## config.mk

```make
export PLATFORM = sky130hd
export DESIGN_NAME = target
export DESIGN_NICKNAME = d
export VERILOG_FILES = /design/src/rtl/target_pkg.sv /design/src/rtl/target_anim_ticker.sv /design/src/rtl/target.sv
export SDC_FILE = /design/constraint.sdc
export NUM_CORES = 1
export LEC_CHECK = 0
export CORE_MARGIN = 2
export CORE_UTILIZATION = 50
export CTS_CLUSTER_DIAMETER = 30
export CTS_CLUSTER_SIZE = 16
export DETAILED_ROUTE_END_ITERATION = 16
export PLACE_DENSITY = 0.85
export SKIP_CTS_REPAIR_TIMING = 1
export SLEW_MARGIN = 5
export SYNTH_ARGS = -nofsm -noshare
export SYNTH_HDL_FRONTEND = slang
export SYNTH_SLANG_ARGS = --single-unit
```

## constraint.sdc

```tcl
create_clock -name clk_100Hz -period 2.46 [get_ports clk_100Hz]
set_clock_uncertainty 0.1 [all_clocks]
set_input_delay 0.492 -clock clk_100Hz [delete_from_list [all_inputs] [get_ports clk_100Hz]]
set_output_delay 0.492 -clock clk_100Hz [all_outputs]
set_load 0.03 [all_outputs]
```

## src/rtl/target_pkg.sv

```systemverilog
// Shared types, geometry and default tuning for the enemy target.
// Also holds the lane-to-y helper used by the spawn path.
package target_pkg;

  localparam int unsigned SCREEN_W = 640;
  localparam int unsigned SCREEN_H = 480;

  localparam int unsigned X_W    = 10;
  localparam int unsigned Y_W    = 9;
  localparam int unsigned LANE_W = 3;
  localparam int unsigned ANIM_W = 2;

  localparam int unsigned X_SPAWN_DEF = 639;
  localparam int unsigned X_STEP_DEF  = 3;
  localparam int unsigned Y_BASE_DEF  = 32;
  localparam int unsigned Y_LANE_DEF  = 56;
  localparam int unsigned FRAME_T_DEF = 8;

  typedef enum logic [1:0] {
    TARGET_IDLE    = 2'b00,
    TARGET_ALIVE   = 2'b01,
    TARGET_DYING   = 2'b10,
    TARGET_ILLEGAL = 2'b11
  } target_state_e;

  typedef struct packed {
    logic [X_W-1:0] x;
    logic [Y_W-1:0] y;
  } target_pos_t;

  // base + lane*pitch, expanded into one shifted add per set bit of the constant pitch
  function automatic logic [Y_W-1:0] lane_y(input logic [LANE_W-1:0] lane,
                                            input int unsigned base,
                                            input int unsigned pitch);
    logic [Y_W-1:0] acc;
    acc = Y_W'(base);
    for (int i = 0; i < int'(Y_W); i++) begin
      if (pitch[i]) acc = acc + (Y_W'(lane) << i);
    end
    return acc;
  endfunction

endpackage

```

## src/rtl/target_anim_ticker.sv

```systemverilog
// Frame timer plus 2-bit sprite frame counter; wrap_c pulses on the last tick of a frame.
// Used for both the wing flap and the death sequence.
module anim_ticker
  import target_pkg::*;
#(
  parameter int unsigned FRAME_T = FRAME_T_DEF
) (
  input  logic              clk,
  input  logic              rst_n,
  input  logic              clear,
  input  logic              enable,
  output logic [ANIM_W-1:0] frame,
  output logic              wrap_c
);

  localparam int unsigned T_W = (FRAME_T > 1) ? $clog2(FRAME_T) : 1;
  localparam logic [T_W-1:0] T_LAST = T_W'(FRAME_T - 1);

  logic [T_W-1:0] timer;

  assign wrap_c = enable && (timer == T_LAST);

  // clear wins over counting so a state change always restarts at frame 0
  always_ff @(posedge clk or negedge rst_n) begin
    if (!rst_n) begin
      timer <= '0;
      frame <= '0;
    end else if (clear) begin
      timer <= '0;
      frame <= '0;
    end else if (enable) begin
      if (wrap_c) begin
        timer <= '0;
        frame <= frame + ANIM_W'(1);
      end else begin
        timer <= timer + T_W'(1);
      end
    end
  end

endmodule

```

## src/rtl/target.sv

```systemverilog
// Single enemy target: spawns in a lane, flies left each tick, plays a
// four-frame death animation when shot, then returns to idle.
module target
  import target_pkg::*;
#(
  parameter int unsigned X_SPAWN = X_SPAWN_DEF,
  parameter int unsigned X_STEP  = X_STEP_DEF,
  parameter int unsigned Y_BASE  = Y_BASE_DEF,
  parameter int unsigned Y_LANE  = Y_LANE_DEF,
  parameter int unsigned FRAME_T = FRAME_T_DEF
) (
  input  logic              clk_100Hz,
  input  logic              rst,
  input  logic              start,
  input  logic [LANE_W-1:0] din,
  input  logic              shot,
  output logic [X_W-1:0]    x,
  output logic [Y_W-1:0]    y,
  output logic [1:0]        state,
  output logic [ANIM_W-1:0] animation_state
);

  localparam logic [ANIM_W-1:0] LAST_FRAME = ANIM_W'(3);

  target_state_e state_q, state_d;
  target_pos_t   pos_q, pos_d;

  logic              anim_clear_c;
  logic              anim_en_c;
  logic              anim_wrap_c;
  logic [ANIM_W-1:0] anim_frame;

  anim_ticker #(
    .FRAME_T (FRAME_T)
  ) u_anim (
    .clk    (clk_100Hz),
    .rst_n  (rst),
    .clear  (anim_clear_c),
    .enable (anim_en_c),
    .frame  (anim_frame),
    .wrap_c (anim_wrap_c)
  );

  always_ff @(posedge clk_100Hz or negedge rst) begin
    if (!rst) begin
      state_q <= TARGET_IDLE;
      pos_q   <= '0;
    end else begin
      state_q <= state_d;
      pos_q   <= pos_d;
    end
  end

  // Next state and position; shot beats exit beats move while alive
  always_comb begin
    state_d      = state_q;
    pos_d        = pos_q;
    anim_clear_c = 1'b0;
    anim_en_c    = 1'b0;
    case (state_q)
      TARGET_IDLE: begin
        if (start) begin
          state_d      = TARGET_ALIVE;
          pos_d.x      = X_W'(X_SPAWN);
          pos_d.y      = lane_y(din, Y_BASE, Y_LANE);
          anim_clear_c = 1'b1;
        end
      end
      TARGET_ALIVE: begin
        if (shot) begin
          state_d      = TARGET_DYING;
          anim_clear_c = 1'b1;
        end else begin
          anim_en_c = 1'b1;
          if (pos_q.x < X_W'(X_STEP)) begin
            state_d = TARGET_IDLE;
          end else begin
            pos_d.x = pos_q.x - X_W'(X_STEP);
          end
        end
      end
      TARGET_DYING: begin
        anim_en_c = 1'b1;
        if (anim_wrap_c && (anim_frame == LAST_FRAME)) begin
          state_d      = TARGET_IDLE;
          anim_clear_c = 1'b1;
        end
      end
      default: begin
        state_d = TARGET_IDLE;
      end
    endcase
  end

  assign x               = pos_q.x;
  assign y               = pos_q.y;
  assign state           = state_q;
  assign animation_state = anim_frame;

endmodule

```

Yosys cells after proc, flatten, opt, wreduce, memory -nomap -nowiden
Cells that the tools add are included.
Widths: inputs -> output; s select.
{ "classes": {"addsub": 6, "n_lt_le_gt_ge": 1, "eq_ne": 9, "mux": 25, "n_reduce_logical": 10} }
{ "op_table": {"columns": ["cell", "n"], "rows": [
  ["$mux 9", 4],
  ["$mux 10", 2],
  ["$pmux 10 s2", 1],
  ["$mux 19", 1],
  ["$mux 2", 7],
  ["$lt 10x2->1 const B", 1],
  ["$sub 10x2->10 const B", 1],
  ["$add 9x7->9", 1],
  ["$add 9x8->9", 1],
  ["$mux 3", 3],
  ["$ne 2x2->1 const B", 4],
  ["$add 6x6->7 const A", 1],
  ["$pmux 2 s3", 1],
  ["$reduce_bool 2->1", 3],
  ["$eq 2x2->1 const B", 2],
  ["$mux 1", 4],
  ["$reduce_and 2->1", 2],
  ["$reduce_and 4->1", 1],
  ["$add 3x1->3 const B", 1],
  ["$eq 3x3->1 const B", 1],
  ["$ne 3x3->1 const B", 1],
  ["$pmux 1 s3", 1],
  ["$reduce_and 3->1", 1],
  ["$add 2x1->2 const B", 1],
  ["4 further kinds", 5]
]} }
{ "word_totals": {"reg_bits": 26, "inputBits": 7, "output_inout_bits": 23, "word_cells": 56} }

Depth between registers and ports, before layout
{ "logic_depth": {"depth_word": 9, "mapped_depth": 8, "mapped_depth_nobuf": 8} }

Cells and area by module
A second synthesis with hierarchy kept.
{ "hier_totals": {"cells_unflattened": 144, "hier_area_um2": 1411.4} }
{ "modules_own_cells": {"columns": ["mod", "instances", "cells_each", "area_per_inst_um2", "seq_area_each_um2"], "rows": [
  ["target", 1, 119, 1137.3, 450.4],
  ["anim_ticker", 1, 25, 274.0, 125.1]
]} }

Least setup slack after synthesis
Ideal clock, no wire load.
{ "synth_path": {"path_kind": "reg-to-reg", "startpoint": "reg pos_q (netlist bit x[0])", "endpoint": "reg pos_q (netlist bit x[8])", "setup_time_ns": 0.079, "t_arrival_ns": 2.067, "t_required_ns": 2.281, "path_slack_ns": 0.214, "path_stages_with_launch": 6, "n_path_buf": 0, "period_less_slack_ns": 2.246, "cell_sequence": "dfrtp_1 > ha_1 > or4_4 > or4_1 > a211oi_2 > mux2i_1"} }
{ "synth_via": {"elab_chain_cells": 4, "elab_cells_between_ends": 7, "cone_classes": "add/sub (1); order compare (1); eq/ne (1); mux (3); reduce/logical (1)"} }
{ "synth_lines": {"columns": ["item", "line_no", "text"], "rows": [
  ["start: declaration", "target.sv:26", "target_pos_t pos_q, pos_d;"],
  ["start signal: assignment", "target.sv:50", "pos_q <= pos_d;"],
  ["$sub 10x2->10", "target.sv:78", "pos_d.x = pos_q.x - X_W'(X_STEP);"],
  ["$mux 10", "target.sv:75", "if (pos_q.x < X_W'(X_STEP)) begin"],
  ["$mux 10", "target.sv:70", "if (shot) begin"],
  ["$pmux 10 s2", "target.sv:60", "case (state_q)"]
]} }
Several ways; a longest one is shown, not always the timed one. The select of a mux whose other input is x is not followed.
A chain may end at the register's enable or synchronous reset.

Final worst setup path
{ "layout_path": {"startpoint": "in din[0]", "endpoint": "reg pos_q (netlist bit y[6])"} }
{ "layout_via": {"elab_chain_cells": 7} }
{ "layout_lines": {"columns": ["item", "line_no", "text"], "rows": [
  ["start: declaration", "target.sv:15", "input logic [LANE_W-1:0] din,"],
  ["$add 6x6->7", "target_pkg.sv:38", "if (pitch[i]) acc = acc + (Y_W'(lane) << i);"],
  ["$mux 9", "target.sv:62", "if (start) begin"],
  ["$mux 9", "target.sv:60", null],
  ["$add 9x7->9", "target_pkg.sv:38", null],
  ["$mux 9", "target.sv:62", null],
  ["$mux 9", "target.sv:60", null],
  ["$add 9x8->9 (*)", "target_pkg.sv:38", null]
]} }
Every way passes the cells marked *; elsewhere a longest branch is shown, timed or not. The select of a mux whose other input is x is not followed.

==> impl_metrics.csv <==
group,metric,value,unit
floorplan,die-height,57.0,µm
timing,final_hold_viol_count,0,
layout,nNetsFinal,190,
cts,cts_max_path_buffers,2,
detailed_routing,route.detailed.wl_per_inst,14.9,µm
cts,clock_latency,0.31,ns
power_and_ir_drop,cellPowerDensity,1080,mW/mm²
grt,largest_net_degree_at_the_start_of_global_routing,24,
worst_setup_path,timing.critical_path.fanout_max,2,
detailed_routing,initialDrtViolationCount,29,
worst_hold_path,worst_hold_path_class,"in -> async",
layout,mostFrequentLayoutCell,"sky130_fd_sc_hd__clkdlybuf4s50_1",
worst_setup_path,cpPeakStageDelay,0.48,ns
floorplan,site_rows,19,
worst_setup_path,critical_path_class,"in -> reg",
grt,first_global_vias,1175,
worst_setup_path,timing.critical_path.from_type,"input pin",
timing,rsz0062_at_grt,"false",
floorplan,die_footprint,0.00325,mm²
power_and_ir_drop,cellLeakagePower,0.753,nW
logic_synthesis,post_synth.cell_area_avg,10.1,µm²
floorplan,io_pins,30,
layout,postLayoutCoreUtil,64.3,%
worst_setup_path,cpMaxStageDelayCell,"sky130_fd_sc_hd__clkdlybuf4s50_1",
run_status,outcome,"completed",
detailed_routing,routed-via-count,1136,
layout,antenna_cells,0,
logic_synthesis,synth.yosys.warnings,0,
grt,global_route_total_usage_across_every_layer,20.1,%
grt,number_of_antenna_violations_at_the_first_check_in_global_routing,0,
layout,post_route_cells_drive_above_1_share,11.8,%
grt,first_pass_grt_wire_length,5180,µm
logic_synthesis,synthFlopType,"sky130_fd_sc_hd__dfrtp_1",
worst_setup_path,ordered_list_of_cells_on_the_worst_path,"clkdlybuf4s50_1 > ha_1 > inv_1 > fa_1 > inv_1 > ha_1 > inv_1 > fa_1 > o21ai_1",
logic_synthesis,ys_async_sr_fraction,100,%
layout,mostFrequentLayoutCells,"sky130_fd_sc_hd__clkdlybuf4s50_1, sky130_fd_sc_hd__dfrtp_1, sky130_fd_sc_hd__ha_1",
logic_synthesis,syn_area,0.00141,mm²
floorplan,core_region_area,0.00271,mm²
power_and_ir_drop,irDropWorstVdd,721,µV
layout,layout.filler_cells,229,
worst_setup_path,cp.required,2.60,ns
timing,worst_pin_slew,0.507,ns
timing,relSlewSlack,65.8,%
cts,tritoncts_num_sinks,23,
cts,numCtsBuffers,3,
logic_synthesis,yosys.cell_types.count,43,
detailed_routing,detailedRoute.firstPassIterationCount,4,
detailed_routing,postRouteWirelength,3000,µm
job,max_cap_viol_count,0,
placement,io_buffer_count,26,
grt,grt_remaining_overflow,0,
placement,dp_wirelength,2330,µm
cts,htree_levels,1,
floorplan,die_x,57.0,µm
detailed_routing,routed_via_density,5.65,
timing,time_the_worst_path_needs_with_i_o_delays_and_setup,2.33,ns
timing,fmax,430,MHz
worst_setup_path,arrival,2.46,ns
timing,final.period_utilization,94.6,%
worst_setup_path,critPathMostFrequentCell,"sky130_fd_sc_hd__inv_1",
timing,finalMaxSlewViolations,0,
worst_setup_path,setup.worst_path.end_class,"flop",
timing,report.final.setup_viol,0,
placement,gp_congestion,0.814,
logic_synthesis,postSynthRegisterBits,23,
logic_synthesis,synth_edf_count,0,
logic_synthesis,synth_seq_area_share,40.9,%
timing,final_critical_path_setup_slack,0.133,ns
cts,cts.clk_slew.worst_paths,0.12,ns
cts,clock-root-buffer,"sky130_fd_sc_hd__clkbuf_4",
detailed_routing,route.detailed.drc,0,
floorplan,initial_core_util,51.9,%
detailed_routing,drtAntennaViolNets,0,
placement,pre_cts_slack,-0.262,ns
logic_synthesis,synthesis.instances,139,
layout,areaGrowthSynthToFinish,23.9,%
cts,cts_tree,"done",
==> registers in the layout, summed over array words and instances (netlist names) <==
name / cells
u_anim.frame: 2
y: 6
x: 10
state: 2
u_anim.timer: 3
==> layer usage <==
layer	up-vias	GRT usage, %	routed length, µm
met5	-	0	0
met3	4	2.72	138
li1	560	-	-
met2	32	35.3	1510
met1	540	24.8	1310
met4	0	8.31	45
==> kinds of logic after synthesis <==
| group | synth area share, % |
|---|---|
| xor+xnor | 0.623 |
| fa+ha+maj | 11.7 |
| compound gates | 17.7 |
| buf+inv | 4.80 |
| simple gates | 16.5 |
| other cells | 0.267 |
| flops | 40.9 |
| mux | 7.47 |
==> critical path: cells and delay by family <==
kind            cells  cell delay [ns]
compound gates      1             0.13
fa+ha+maj           4             1.20
buf+inv             4             0.65
==> cell type report <==
class | instances | area (µm²) | share of cell area (%)
multi-input combinational | 103 | 771 | 44.2
sequential | 23 | 576 | 33.0
timing repair buffer | 31 | 298 | 17.1
tap | 31 | 38.8 | 2.23
inverter | 9 | 33.8 | 1.94
clock buffer | 4 | 26.3 | 1.51
==> through the flow <==
step	TNS, ns	power, mW	cells	area [µm²]	hold WS [ns]
after floorplan	0	1.33	141	1410	0.0964
after global placement	-0.173	1.66	197	1720	0.373
after detailed placement	-0.380	1.72	197	1720	0.386
after CTS	0	1.89	201	1740	0.412
after global routing	0	2.02	201	1740	0.429
final	0	1.89	201	1740	0.416
==> power breakdown <==
group	internal [mW]	switching (mW)
clock	0.0633	0.110
sequential	0.501	0.134
combinational	0.453	0.627
==> path summary, 6_finish.rpt <==
check	start	end	slack (ns)	cells past startpoint
min in group clk_100Hz	y[6]	y[6]	0.42	2
hold reg to reg	y[6]	y[6]	0.42	2
max in group asynchronous	rst	state[0]	1.62	2
hold / removal	rst	y[4]	0.42	2
setup reg to reg	x[0]	state[1]	0.19	5
setup / recovery	din[0]	y[6]	0.13	9
==> synthesized netlist by cell type (2+ instances only) <==
master / instances / share of area (%)
sky130_fd_sc_hd__or3_1: 3 / 1.3
sky130_fd_sc_hd__o211ai_1: 3 / 1.6
sky130_fd_sc_hd__o311ai_1: 2 / 1.2
sky130_fd_sc_hd__mux2i_1: 6 / 4.3
sky130_fd_sc_hd__nor2b_1: 4 / 1.8
sky130_fd_sc_hd__or4_1: 2 / 1.1
sky130_fd_sc_hd__a2bb2oi_1: 2 / 1.2
sky130_fd_sc_hd__ha_1: 10 / 8.9
sky130_fd_sc_hd__nor3_1: 3 / 1.1
sky130_fd_sc_hd__dfrtp_1: 23 / 41
sky130_fd_sc_hd__nand2b_1: 2 / 0.89
sky130_fd_sc_hd__clkbuf_1: 3 / 0.80
sky130_fd_sc_hd__o21ai_0: 5 / 1.8
sky130_fd_sc_hd__buf_4: 3 / 1.6
sky130_fd_sc_hd__mux2_2: 4 / 3.2
sky130_fd_sc_hd__nand2_1: 9 / 2.4
sky130_fd_sc_hd__nor2_1: 9 / 2.4
sky130_fd_sc_hd__or2_2: 2 / 0.89
sky130_fd_sc_hd__a21oi_1: 7 / 2.5
sky130_fd_sc_hd__o21a_1: 4 / 2.1
sky130_fd_sc_hd__inv_1: 9 / 2.4
sky130_fd_sc_hd__nand3_1: 2 / 0.71
sky130_fd_sc_hd__fa_1: 2 / 2.8
(Power assumes the default switching activity.)
